==> src/rtl/datapath_unit.sv <==
// datapath_unit: single-bus 32-bit CPU datapath with 24-source priority-encoded bus, GPRs, special registers and ALU.
// Sinks load from the bus on the rising Clock edge; Clear resets every register asynchronously.
module datapath_unit #(
   parameter int W = 32
) (
   input  logic         Clock,
   input  logic         Clear,
   input  logic         R0in, R1in, R2in, R3in, R4in, R5in, R6in, R7in,
   input  logic         R8in, R9in, R10in, R11in, R12in, R13in, R14in, R15in,
   input  logic         HIin, LOin, PCin, MDRin, INPORTin, Zin, Yin, MARin, IRin,
   input  logic         AND,
   input  logic         IncPC,
   input  logic         R0out, R1out, R2out, R3out, R4out, R5out, R6out, R7out,
   input  logic         R8out, R9out, R10out, R11out, R12out, R13out, R14out, R15out,
   input  logic         HIout, LOout, ZHIout, ZLOout, PCout, MDRout, INPORTout, Zout, Yout,
   input  logic         Read,
   input  logic [W-1:0] Mdatain,
   output logic [W-1:0] busMuxOut,
   output logic [4:0]   encoderOut,
   output logic [W-1:0] BusMuxInR0, BusMuxInR1, BusMuxInR2, BusMuxInR3,
   output logic [W-1:0] BusMuxInR4, BusMuxInR5, BusMuxInR6, BusMuxInR7,
   output logic [W-1:0] BusMuxInR8, BusMuxInR9, BusMuxInR10, BusMuxInR11,
   output logic [W-1:0] BusMuxInR12, BusMuxInR13, BusMuxInR14, BusMuxInR15,
   output logic [W-1:0] BusMuxInHI, BusMuxInLO, BusMuxInZhi, BusMuxInZlo,
   output logic [W-1:0] BusMuxInPC, BusMuxInMDR, BusMuxInInport, BusMuxInY,
   output logic [W-1:0] IRdata,
   output logic [W-1:0] MARdata
);
   logic [W-1:0]   r_gpr [16];
   logic [W-1:0]   r_hi, r_lo, r_pc, r_ir, r_mar, r_mdr, r_inport, r_y;
   logic [2*W-1:0] r_z;
   logic [15:0]    w_rin, w_rout;
   logic [23:0]    w_sel;
   logic [2*W-1:0] w_alu;

   assign w_rin  = {R15in, R14in, R13in, R12in, R11in, R10in, R9in, R8in,
                    R7in, R6in, R5in, R4in, R3in, R2in, R1in, R0in};
   assign w_rout = {R15out, R14out, R13out, R12out, R11out, R10out, R9out, R8out,
                    R7out, R6out, R5out, R4out, R3out, R2out, R1out, R0out};
   // bit index equals the encoder code; Zout is an alias for the low half of Z
   assign w_sel  = {Yout, INPORTout, MDRout, PCout, ZLOout | Zout, ZHIout, LOout, HIout, w_rout};

   always_comb begin
      encoderOut = 5'd31;
      for (int i = 23; i >= 0; i--)
         if (w_sel[i]) encoderOut = 5'(i);
   end

   always_comb begin
      case (encoderOut)
         5'd16:   busMuxOut = r_hi;
         5'd17:   busMuxOut = r_lo;
         5'd18:   busMuxOut = r_z[2*W-1:W];
         5'd19:   busMuxOut = r_z[W-1:0];
         5'd20:   busMuxOut = r_pc;
         5'd21:   busMuxOut = r_mdr;
         5'd22:   busMuxOut = r_inport;
         5'd23:   busMuxOut = r_y;
         default: busMuxOut = encoderOut[4] ? '0 : r_gpr[encoderOut[3:0]];
      endcase
   end

   // the default ADD places the carry-out in bit 0 of the high half
   assign w_alu = IncPC ? {{W{1'b0}}, busMuxOut + W'(1)} :
                  AND   ? {{W{1'b0}}, r_y & busMuxOut} :
                          {{(W-1){1'b0}}, {1'b0, r_y} + {1'b0, busMuxOut}};

   always_ff @(posedge Clock or posedge Clear) begin
      if (Clear) begin
         for (int i = 0; i < 16; i++) r_gpr[i] <= '0;
         r_hi     <= '0;
         r_lo     <= '0;
         r_pc     <= '0;
         r_ir     <= '0;
         r_mar    <= '0;
         r_mdr    <= '0;
         r_inport <= '0;
         r_y      <= '0;
         r_z      <= '0;
      end else begin
         for (int i = 0; i < 16; i++)
            if (w_rin[i]) r_gpr[i] <= busMuxOut;
         if (HIin)     r_hi     <= busMuxOut;
         if (LOin)     r_lo     <= busMuxOut;
         if (PCin)     r_pc     <= busMuxOut;
         if (IRin)     r_ir     <= busMuxOut;
         if (MARin)    r_mar    <= busMuxOut;
         if (MDRin)    r_mdr    <= Read ? Mdatain : busMuxOut;
         if (INPORTin) r_inport <= busMuxOut;
         if (Yin)      r_y      <= busMuxOut;
         if (Zin)      r_z      <= w_alu;
      end
   end

   assign BusMuxInR0     = r_gpr[0];
   assign BusMuxInR1     = r_gpr[1];
   assign BusMuxInR2     = r_gpr[2];
   assign BusMuxInR3     = r_gpr[3];
   assign BusMuxInR4     = r_gpr[4];
   assign BusMuxInR5     = r_gpr[5];
   assign BusMuxInR6     = r_gpr[6];
   assign BusMuxInR7     = r_gpr[7];
   assign BusMuxInR8     = r_gpr[8];
   assign BusMuxInR9     = r_gpr[9];
   assign BusMuxInR10    = r_gpr[10];
   assign BusMuxInR11    = r_gpr[11];
   assign BusMuxInR12    = r_gpr[12];
   assign BusMuxInR13    = r_gpr[13];
   assign BusMuxInR14    = r_gpr[14];
   assign BusMuxInR15    = r_gpr[15];
   assign BusMuxInHI     = r_hi;
   assign BusMuxInLO     = r_lo;
   assign BusMuxInZhi    = r_z[2*W-1:W];
   assign BusMuxInZlo    = r_z[W-1:0];
   assign BusMuxInPC     = r_pc;
   assign BusMuxInMDR    = r_mdr;
   assign BusMuxInInport = r_inport;
   assign BusMuxInY      = r_y;
   assign IRdata         = r_ir;
   assign MARdata        = r_mar;
endmodule

==> config.mk <==
export PLATFORM = sky130hd
export DESIGN_NAME = datapath_unit
export DESIGN_NICKNAME = d
export VERILOG_FILES = /design/src/rtl/datapath_unit.sv
export SDC_FILE = /design/constraint.sdc
export NUM_CORES = 2
export LEC_CHECK = 0
export ABC_AREA = 1
export CAP_MARGIN = 25
export CORE_AREA = 3 3 376 378
export CTS_CLUSTER_DIAMETER = 60
export DETAILED_ROUTE_END_ITERATION = 7
export DIE_AREA = 0 0 379 381
export GPL_TIMING_DRIVEN = 1
export PLACE_DENSITY = 0.53
export RECOVER_POWER = 50
export SETUP_SLACK_MARGIN = 0.4
export SYNTH_ARGS = -nofsm -noshare
export SYNTH_HDL_FRONTEND = slang
export SYNTH_SLANG_ARGS = --single-unit
==> constraint.sdc <==
create_clock -name Clock -period 91.7 [get_ports Clock]
set_input_delay 27.51 -clock Clock [delete_from_list [all_inputs] [get_ports Clock]]
set_output_delay 27.51 -clock Clock [all_outputs]
set_load 0.005 [all_outputs]
# After elaboration in Yosys (flattened, before gate mapping)
# Cells that the tools add are included.
[totals]
output_inout_bits = 869
ff_bits = 832
wordCells = 71
in_bits = 87
[op_classes]
add_sub_neg = 2
mux = 32
eq_ne = 8
magnitude_cmp = 1
n_bitwise = 3
[op_table]
columns = ["op", "count"]
rows = [
  ["$pmux 32 s8", 1],
  ["$bmux 32 s4", 1],
  ["$mux 32", 4],
  ["$mux 5", 23],
  ["$mux 33", 2],
  ["$eq 5x5->1 const B", 8],
  ["$add 32x32->33", 1],
  ["$add 32x1->32 const B", 1],
  ["$and 32x32->32", 1],
  ["$ge 5x5->1 const B", 1],
  ["$not 4->5", 1],
  ["$mux 4", 1],
  ["$or 1x1->1", 1],
]

# Logic depth before layout (Yosys ltp)
[logic_depth]
word_depth = 33
mapped_depth = 53
depth_no_buf = 52

# Worst setup path before layout
# OpenSTA, ideal clock, no wires.
[synth_path]
kind = "input to output"
startpoint = "in PCout"
endpoint = "out busMuxOut[29]"
arrival_ps = 29934
path_slack_ps = 34256
t_required_ps = 64190
n_path_buf = 4
stages = 21
cell_sequence = "nor2_1 o211ai_1 nand3_1 nand3_1 nand3_1 nand2_1 nand2_1 nand2_1 nand3_1 nand2_1 nor2_4 inv_4 buf_2 buf_2 buf_2 nand3_1 nand3_1 a21oi_1 nand3_1 a21oi_1 clkbuf_1"
[synth_via]
elab_chain_len = 27
word_cells_on_any_way = 35
classes_between = "eq/ne: 8; mux: 26; bitwise: 1"
[synth_lines]
columns = ["element", "line", "text"]
rows = [
  ["start, declared", "15", "input logic HIout, LOout, ZHIout, ZLOout, PCout, MDRout, INPORTout, Zout, Yout,"],
  ["$mux 5 (*) (21 in a row)", "46", "if (w_sel[i]) encoderOut = 5'(i);"],
  ["$not 4->5 (implied by the code)", "59", "default: busMuxOut = encoderOut[4] ? '0 : r_gpr[encoderOut[3:0]];"],
  ["$bmux 32 s4", "59", ""],
  ["$mux 32 (implied by the code) (2 in a row)", "59", ""],
  ["$mux 32", "59", ""],
  ["$pmux 32 s8 (*)", "50", "case (encoderOut)"],
  ["end, declared", "18", "output logic [W-1:0] busMuxOut,"],
]
# Every way passes the cells marked *; elsewhere a longest branch is shown, timed or not. The select of a mux whose other input is x is not followed.

# Final worst setup path
[layout_path]
startpoint = "in MDRout"
endpoint = "out busMuxOut[0]"
[layout_via]
elab_chain_len = 28
word_cells_on_any_way = 36
classes_between = "eq/ne: 8; mux: 27; bitwise: 1"
[layout_lines]
columns = ["element", "line"]
rows = [
  ["start, declared", "15"],
  ["$mux 5 (*) (22 in a row)", "46"],
  ["$not 4->5 (implied by the code)", "59"],
  ["$bmux 32 s4", "59"],
  ["$mux 32 (implied by the code) (2 in a row)", "59"],
  ["$mux 32", "59"],
  ["$pmux 32 s8 (*)", "50"],
]
# Marked as above.

==> metrics.md <==
| Metric | Value |
|---|---|
| Class of the worst hold path | flop to flop |
| # rows | 136 |
| Commonest non-fill, non-tap cell in the layout | nand2_1 |
| Most common cell on crit path | nand2_1 |
| Achievable frequency | 16.1 MHz |
| Distinct cell type count after synthesis | 54 |
| Hpwl dp | 161000 um |
| Starting Density | 29.4% |
| Syn avg cell area | 7.82 um2 |
| Final Util | 39.7% |
| Antenna violations before repair | 12 |
| GRT Total Usage | 30.4% |
| Int Power | 860 uW |
| Net Sw Frac | 37.3% |
| Finish-stage setup viols | 0 |
| Leakage power | 24.5 nW |
| Die Area | 144000 um2 |
| Multi-input gate area | 17100 um2 |
| Synth Register Bits | 801 |
| Final wirelength | 226000 um |
| Flop pwr share | 36.9% |
| Pwr/cell area | 25.1 nW/um2 |
| Worst setup SP type | input pin |
| Layout cells sized above 1 | 6.42% |
| Slowest CP cell | nand2_4 |
| Routed wire per std cell | 29.0 um |
| Reg2Reg Depth | 29 |
| Remaining antenna violation count | 0 |
| Worst skew pair latency | 740 ps |
| Fin Hold WS | 478 ps |
| Setup TNS | 0 ps |
| Area Growth Syn to Fin | 35.3% |
| Number of instances in the placed design | 7603 |
| Final total power | 1.37 mW |
| Slew margin rel. | -491% |
| Hold EP | IRdata[10]$_DFFE_PP0P_ |
| Post-synth top area cell | dfrtp_1 |
| Combinational power share | 31.4% |
| Final Hold Vio Count | 0 |
| CTS tree | built |
| P_sw | 512 uW |
| FF-to-FF End | r_z[31]$_DFFE_PP0P_ |
| Seq/Total Area, Yosys | 49.5% |
| Largest net degree at the start of global routing | 164 |
| Max Transition Viols Final | 627 |
| Ys async rst share | 100% |
| Final period utilization | 67.6% |
| Worst Path Arrival | 34480 ps |
| Clock Root Buffer | clkbuf_16 |
| Largest cells by area after synthesis | dfrtp_1, nand2_1, o21ai_0 |
| Slowest stage delay, CP | 690 ps |
| Largest reg by FF count | r_z |
| Core area | 138000 um2 |
| Mapped Area | 40500 um2 |
| Flop-to-flop setup slack | 85050 ps |
| Number of max-cap violations | 8 |
| Hold path depth | 2 |
| RSZ-0062 raised after global routing | false |
| CTS buffer count | 111 |
| Clk pwr share | 31.7% |
| Drt via density | 5.26 |
| Ys Warns | 0 |
| Commonest non-fill, non-tap cells in the layout | nand2_1, o21ai_0, dfrtp_1, dlygate4sd3_1, inv_1 |
| H-Tree Depth | 3 |
| CP endpoint kind | primary output |
| Sequential cell area | 20000 um2 |
| Clk sinks | 801 |
| GR Overflow Total | 0 |
| DRC Markers | 0 |
| Die Y | 381 um |
| FF-to-FF Start | BusMuxInR7[1]$_DFFE_PP0P_ |
| Crit path max fanout | 75 |
| Max reg flops | 33 |
| Tightest Pin Transition | 8860 ps |
| PortBufs | 924 |
| Number of setup buffers added after CTS | 0 |
| Top Ports | 956 |
| CP Data Required Time | 64190 ps |
| Top-area cell type share of the netlist area | 49.5% |
| IR drop worst, VDD | 0.0163 mV |
| Violated checks | max-capacitance violations, max-slew violations |
| First-pass GRT wire length | 313000 um |
| Period minus WS final | 61990 ps |
| Main synth FF type | dfrtp_1 |
| Crit-path leading delay family | simple AND/OR/NAND/NOR gates |
| Die width | 379 um |
| Post-synth EDFFs | 0 |
| Fill cells | 14100 |
| Hold Startpoint | IRdata[10]$_DFFE_PP0P_ |
| Non-filler instance count after layout | 7811 |
| Status | finished with violations |
| Crit Path Class | input pin to primary output |
| Hold Buf Count CTS | 0 |
| Pre-Repair DR Iteration Count | 6 |
| Initial DRC count | 4548 |
| CP bufs+invs | 5 |
| Mapped Cells | 5176 |
| Worst Skew | 34.7 ps |
| Vias | 41100 |
| Vias in the first global route | 38800 |
| GPL Wtd Cong | 0.953 |
| Nets | 6046 |
| Post_cts resized | 0 |
| Reg clk slew, reported paths | 60 ps |
| CTS Buffer Depth | 3 |
-- metrics by stage --
stage	setup slack, ps	cell area [um2]
4_1_cts	29750	54700
5_1_grt	29320	54700
6_report	29710	54700
3_3_place_gp	29700	51000
2_1_floorplan	34260	40600
3_5_place_dp	29760	51100
-- layout make-up --
type                            count  area share (%)
Antenna cell                        7          0.0320
Tap cell                         1794            4.10
Timing Repair Buffer             1017            18.3
Inverter                          451            3.11
Clock buffer                      153            5.73
Sequential cell                   801            36.6
Clock inverter                     45           0.926
Multi-Input combinational cell   3543            31.2
-- worst register-to-register path: cells and delay by family (launching register included) --
kind	cells	cell delay, ps
AND/OR/NAND/NOR	8	1030
flip-flops	1	350
adder cells (fa/ha/maj)	1	320
AO/OA/AOI/OAI	16	4110
buffers and inverters	3	540
XOR/XNOR	1	180
-- synthesized netlist by cell type, types with 17 or more instances --
cell type,count
dfrtp_1,801
buf_2,60
nand3_1,311
clkbuf_1,283
a21oi_1,143
buf_1,18
buf_4,37
a21oi_2,20
ha_1,33
nand4_1,113
o211ai_1,23
nor2_1,335
o21ai_1,49
nand2_1,1348
o22ai_1,23
inv_2,19
a22oi_1,17
nand3b_1,143
o21ai_0,831
inv_1,410
clkinv_1,19
xor2_1,19
-- routing by layer --
layer | up-vias | global-route usage, % | wire, um
met4 | 4 | 14.7 | 12900
met2 | 2153 | 48.1 | 103000
met3 | 411 | 7.24 | 20000
li1 | 18400 | - | -
met5 | - | 0 | 27
met1 | 20100 | 38.8 | 90100
-- kinds of logic after synthesis --
| kind of cell | after synthesis | synth area share [%] |
|---|---|---|
| AOI/OAI and AO/OA | 1151 | 15.1 |
| xor gates and xnor gates | 31 | 0.671 |
| adders and majority gates | 34 | 1.07 |
| buffers and inverters | 862 | 8.78 |
| DFF | 801 | 49.5 |
| other | 1 | 0.00927 |
| and+or+nand+nor | 2296 | 24.8 |
-- power by group through the flow --
stage | sequential [mW] | clock (mW) | combinational [mW]
5_1_grt | 0.512 | 0.456 | 0.465
4_1_cts | 0.505 | 0.441 | 0.456
3_3_place_gp | 0.509 | 0 | 0.451
6_report | 0.505 | 0.435 | 0.431
3_5_place_dp | 0.509 | 0 | 0.454
2_1_floorplan | 0.486 | 0 | 0.165
-- worst max-delay path by stage --
stage | from | to | slack (ps) | cells past startpoint
after CTS | MDRout | busMuxOut[0] | 29750 | 33
after global placement | MDRout | busMuxOut[0] | 29700 | 33
after global routing | MDRout | busMuxOut[29] | 29320 | 34
after detailed placement | MDRout | busMuxOut[0] | 29760 | 33
final | MDRout | busMuxOut[0] | 29710 | 33
after floorplan | PCout | busMuxOut[29] | 34260 | 21
Note: power is estimated with default switching activity, not from simulation.
